**src/rtl/mux_pkg.sv**
```systemverilog
// Shared constants and helpers for the scanning multiplexer.
package mux_pkg;

    localparam logic MODE_MANUAL = 1'b0;
    localparam logic MODE_SCAN   = 1'b1;

    localparam logic [0:0] ST_IDLE = 1'b0;
    localparam logic [0:0] ST_FULL = 1'b1;

    // Bits needed to index v items (ceil(log2(v))); 0 for v <= 1.
    function automatic int unsigned clog2(input int unsigned v);
        int unsigned r;
        r = 0;
        for (int unsigned i = 0; i < 32; i++) begin
            if ((64'd1 << i) < 64'(v)) begin
                r = i + 1;
            end
        end
        return r;
    endfunction

endpackage

```
**src/rtl/mux_n_comb.sv**
```systemverilog
// Purely combinational N-way indexed select; out-of-range index yields zero.
module mux_n_comb
    import mux_pkg::*;
#(
    parameter  int unsigned N     = 8,
    parameter  int unsigned W     = 1,
    localparam int unsigned SEL_W = clog2(N)
) (
    input  logic [N*W-1:0]   w_i,
    input  logic [SEL_W-1:0] idx_i,
    output logic [W-1:0]     y_o
);

    // Compare-and-select per channel; indices N..2^SEL_W-1 match nothing.
    always_comb begin
        y_o = '0;
        for (int unsigned k = 0; k < N; k++) begin
            if (idx_i == SEL_W'(k)) begin
                y_o = w_i[k*W +: W];
            end
        end
    end

endmodule

```
**src/rtl/mux_scan_n.sv**
```systemverilog
// N-input W-bit multiplexer with manual/scan channel selection and a
// registered valid/ready output stage.
module mux_scan_n
    import mux_pkg::*;
#(
    parameter  int unsigned N     = 8,
    parameter  int unsigned W     = 1,
    localparam int unsigned SEL_W = clog2(N)
) (
    input  logic             clk,
    input  logic             rst_n,
    input  logic [N*W-1:0]   w,
    input  logic [SEL_W-1:0] s,
    input  logic             mode,
    input  logic             en,
    output logic [W-1:0]     f,
    output logic [SEL_W-1:0] ch,
    output logic             f_valid,
    input  logic             f_ready,
    output logic             wrap,
    output logic             sel_err
);

    logic [0:0]       state_q, state_d;
    logic [W-1:0]     f_q, f_d;
    logic [SEL_W-1:0] ch_q, ch_d;
    logic [SEL_W-1:0] ptr_q, ptr_d;
    logic             wrap_q, wrap_d;
    logic             sel_err_q, sel_err_d;
    logic             mode_q;

    logic             scan_c;
    logic             load_c;
    logic [SEL_W-1:0] ptr_eff_c;
    logic [SEL_W-1:0] csel_c;
    logic             s_bad_c;
    logic [W-1:0]     mux_y_c;

    // Capture is allowed when the output slot is empty or being drained now.
    assign scan_c  = (mode == MODE_SCAN);
    assign load_c  = en && ((state_q == ST_IDLE) || f_ready);

    // Entering scan mode restarts the sweep at channel 0 in the same cycle.
    assign ptr_eff_c = (scan_c && (mode_q == MODE_MANUAL)) ? '0 : ptr_q;
    assign csel_c    = scan_c ? ptr_eff_c : s;
    assign s_bad_c   = (32'(s) >= N);

    // Out-of-range manual selects read as zero from the select network.
    mux_n_comb #(
        .N (N),
        .W (W)
    ) u_mux (
        .w_i   (w),
        .idx_i (csel_c),
        .y_o   (mux_y_c)
    );

    // Next-state for the handshake FSM, scan pointer and output payload.
    always_comb begin
        state_d   = state_q;
        f_d       = f_q;
        ch_d      = ch_q;
        wrap_d    = 1'b0;
        sel_err_d = sel_err_q;
        ptr_d     = ptr_eff_c;

        case (state_q)
            ST_IDLE: begin
                if (load_c) begin
                    state_d = ST_FULL;
                end
            end
            ST_FULL: begin
                if (f_ready && !en) begin
                    state_d = ST_IDLE;
                end
            end
            default: begin
                state_d = ST_IDLE;
            end
        endcase

        if (load_c) begin
            f_d  = mux_y_c;
            ch_d = csel_c;
            if (scan_c) begin
                wrap_d = (ptr_eff_c == SEL_W'(N - 1));
                ptr_d  = wrap_d ? '0 : ptr_eff_c + SEL_W'(1);
            end else begin
                sel_err_d = s_bad_c;
            end
        end
    end

    // State and output registers; reset drops any pending sample.
    always_ff @(posedge clk or negedge rst_n) begin
        if (!rst_n) begin
            state_q   <= ST_IDLE;
            f_q       <= '0;
            ch_q      <= '0;
            ptr_q     <= '0;
            wrap_q    <= 1'b0;
            sel_err_q <= 1'b0;
            mode_q    <= MODE_MANUAL;
        end else begin
            state_q   <= state_d;
            f_q       <= f_d;
            ch_q      <= ch_d;
            ptr_q     <= ptr_d;
            wrap_q    <= wrap_d;
            sel_err_q <= sel_err_d;
            mode_q    <= mode;
        end
    end

    assign f       = f_q;
    assign ch      = ch_q;
    assign f_valid = (state_q == ST_FULL);
    assign wrap    = wrap_q;
    assign sel_err = sel_err_q;

endmodule

```
**config.mk**
```make
export PLATFORM = sky130hd
export DESIGN_NAME = mux_scan_n
export DESIGN_NICKNAME = d
export VERILOG_FILES = /design/src/rtl/mux_pkg.sv /design/src/rtl/mux_n_comb.sv /design/src/rtl/mux_scan_n.sv
export SDC_FILE = /design/constraint.sdc
export NUM_CORES = 1
export LEC_CHECK = 0
export CAP_MARGIN = 20
export CORE_MARGIN = 10
export CORE_UTILIZATION = 39
export CTS_CLUSTER_DIAMETER = 60
export DETAILED_ROUTE_END_ITERATION = 12
export GPL_ROUTABILITY_DRIVEN = 0
export GPL_TIMING_DRIVEN = 0
export PLACE_DENSITY = 0.81
export SLEW_MARGIN = 20
export SYNTH_ARGS = -nofsm -noshare
export SYNTH_HDL_FRONTEND = slang
export SYNTH_HIERARCHICAL = 1
export SYNTH_SLANG_ARGS = --single-unit
export TNS_END_PERCENT = 100
```
**constraint.sdc**
```tcl
create_clock -name clk -period 2.1 [get_ports clk]
set_input_delay 0.21 -clock clk [delete_from_list [all_inputs] [get_ports clk]]
set_output_delay 0.21 -clock clk [all_outputs]
set_load 0.02 [all_outputs]
```
==> flow_summary.ini <==
[drt]
route.met3.wl_um = 131
route.vias.total = 397
routed_wire_length_per_instance_um = 15.0
postRouteAntennaNets = 0
via_per_inst = 4.84
drc = 0
met1_length_um = 404
wl_met2_um = 667
drt_first_iter_violations = 4
wl_um = 1230
dr.pass1.iters = 2
maxUsedRoutingLayer = met4

[logic_synthesis]
synthMostInstantiatedCell = sky130_fd_sc_hd__dfrtp_1
post_synthesis_sequential_area_ratio_pct = 46.7
yosys_most_used_dff = sky130_fd_sc_hd__dfrtp_1
postSynth.asyncResetShare_pct = 100
post_synth.cell_area_avg_um2 = 12.5
yosys-top-cells-count = sky130_fd_sc_hd__dfrtp_1, sky130_fd_sc_hd__mux2_2, sky130_fd_sc_hd__inv_1
yosysWarnings = 6
netlist.area_leader.share_pct = 46.7
synth.net_count = 61
synth.area.top_cells = sky130_fd_sc_hd__dfrtp_1, sky130_fd_sc_hd__mux2_2, sky130_fd_sc_hd__mux4_1, sky130_fd_sc_hd__ha_1, sky130_fd_sc_hd__and2_4
syn_area_um2 = 536
synthesis.instances = 43
synth_enable_flop_cells = 0
synth_top_area_cell = sky130_fd_sc_hd__dfrtp_1
synth_seq_cells = 10
netlist_cell_types = 17

[timing]
achievable-frequency_mhz = 520
setup-tns-final_ns = 0
final.min_clock_period_ns = 1.92
final_min_period_over_clock_period_pct = 91.6
final_worst_clock_skew_ns = 0.00501
final.hold.worst_slack_ns = 0.270
grt_setup_unrepaired = no
final_hold_viol_count = 0
maxSlewViolCount = 0
setup_viol_count_final = 0

[layout]
layout.area.seq_um2 = 250
final_nets = 87
post_route_cells_drive_above_1_share_pct = 23.9
antenna_cells = 0
fillerInstances = 110
multi_input_comb_area_um2 = 263
flow.area_growth_from_synthesis_pct = 46.7

[setup_path]
worstPathMaxFanout = 3
critPathCaptureType = flop
worstPathArrival_ns = 2.07
critical_path_class = in -> reg
setup.reg_to_reg.worst_slack_ns = 0.24
worst_path_most_repeated_cell = sky130_fd_sc_hd__mux2_2
critical_path_buf_inv_count = 2
worst-endpoint-required_ns = 2.24
crit_path_cell_trace = clkdlybuf4s50_1, inv_1, o21ai_1, mux4_1, mux2_2, mux2_2
cp-start-kind = input pin
cpPeakStageDelay_ns = 0.58
slowest_stage = sky130_fd_sc_hd__mux4_1
timing.critical_path.max_delay_family = multiplexers

[job]
drv.max_cap_violation_count = 0

[clock_network]
cts-buffers-inserted = 3
clock_sink_count = 10
cts_htree_levels = 1
clock_path_buffers = 2
hold_buffers = 0
clock-root-buffer = sky130_fd_sc_hd__clkbuf_4
worst_skew_pair.late_latency_ns = 0.26
worst_setup_hold_path_clk_slew_ns = 0.06
tritoncts_clock_tree = built

[die]
initial_utilization_pct = 41.2
fp-row-count = 13
die-height_um = 57.1
number_of_placed_i_o_pins = 23
fp.dieArea_mm2 = 0.00326
design.core.area_mm2 = 0.00130
fp.dieW_um = 57.1

[global_route]
number_of_global_route_vias_before_repair = 422
grt_pass1_wl_um = 2010
number_of_antenna_violations_at_the_first_check_in_global_routing = 0
global_route_usage_sum_pct = 8.06
gr-total-overflow = 0
grt_max_degree = 11

[outcome]
status = finished, final reports clean

[hold_path]
hold_path.class = in -> async

[pwr]
cellLeakagePower_nw = 0.356
ir_drop_uv = 429
power.density_cell_area_mw_per_mm2 = 662

[placement]
port-buffer-count = 21
kinds of logic (layout without fill, tap and decap cells):
group	Yosys count	in the layout	synth area share, %
buffers and inverters	5	29	4.21
AND/OR/NAND/NOR	12	12	14.7
AO/OA/AOI/OAI	3	3	2.80
multiplexers	9	9	24.5
adder cells (fa/ha/maj)	2	2	4.67
flip-flops	10	10	46.7
other	1	1	0.700
XOR/XNOR	1	1	1.64
state kept, by name (all words and copies together), names as in the netlist:
register	flops
f_valid	1
ptr_q	3
f	1
wrap	1
mode_q	1
ch	3
report_power, final:
part	internal, W	total [W]	switching, W
logic	0.0000982	0.000164	0.0000659
registers	0.000221	0.000235	0.0000140
clock network	0.0000656	0.000121	0.0000558
what timing repair did:
action | 4_1_cts | 5_1_grt
endpoints found under the setup margin | 1 | 0
buffers inserted | 0 | 0
resized for setup | 2 | 0
final timing paths:
path | start | to | depth (start not counted)
max in group asynchronous | rst_n | ptr_q[2] | 1
min | rst_n | f | 1
min reg2reg | ch[2] | ch[2] | 1
min in group clk | mode | mode_q | 1
max reg2reg | mode_q | f | 5
max | s[0] | f | 6
cells in the final DEF, fill, tap and decap left out:
master and n:
sky130_fd_sc_hd__o21ai_1 1, sky130_fd_sc_hd__inv_1 4, sky130_fd_sc_hd__xnor2_1 1, sky130_fd_sc_hd__nand2_1 1, sky130_fd_sc_hd__dfrtp_1 10, sky130_fd_sc_hd__mux4_1 2, sky130_fd_sc_hd__conb_1 1, sky130_fd_sc_hd__ha_1 2
sky130_fd_sc_hd__clkbuf_4 3, sky130_fd_sc_hd__clkdlybuf4s50_1 20, sky130_fd_sc_hd__o21ai_0 2, sky130_fd_sc_hd__nand3_1 3, sky130_fd_sc_hd__nand3_2 1, sky130_fd_sc_hd__nand2b_2 1, sky130_fd_sc_hd__and2_4 2, sky130_fd_sc_hd__nand2b_1 2
sky130_fd_sc_hd__nor2_1 1, sky130_fd_sc_hd__mux2_2 7, sky130_fd_sc_hd__and2_2 1, sky130_fd_sc_hd__buf_4 1, sky130_fd_sc_hd__dlygate4sd2_1 1
cell type report:
cell class | instances | area share, %
inverters | 4 | 1.91
clock buffers | 3 | 2.87
flip-flops and latches | 10 | 31.8
repair buffers | 21 | 26.6
multi-input cells | 28 | 33.4
well taps | 15 | 2.39
plain buffers | 1 | 0.955
through the flow:
stage          cells  total power, W  cell area (um2)  setup slack [ns]  util, %
6_report          82        0.000520              786             0.175     60.4
5_1_grt           82        0.000562              786             0.114     60.4
4_1_cts           82        0.000533              786             0.173     60.4
3_5_place_dp      79        0.000406              764            -0.387     58.8
3_3_place_gp      79        0.000401              764            -0.358     58.8
2_1_floorplan     43        0.000324              536             0.332        -
routing by layer:
metal  up-vias  global-route usage [%]
met3         4                    6.42
met1       183                    6.47
met2        12                    14.3
li1        198                       -
met5         -                       0
met4         0                    3.02
(Power assumes the default switching activity.)
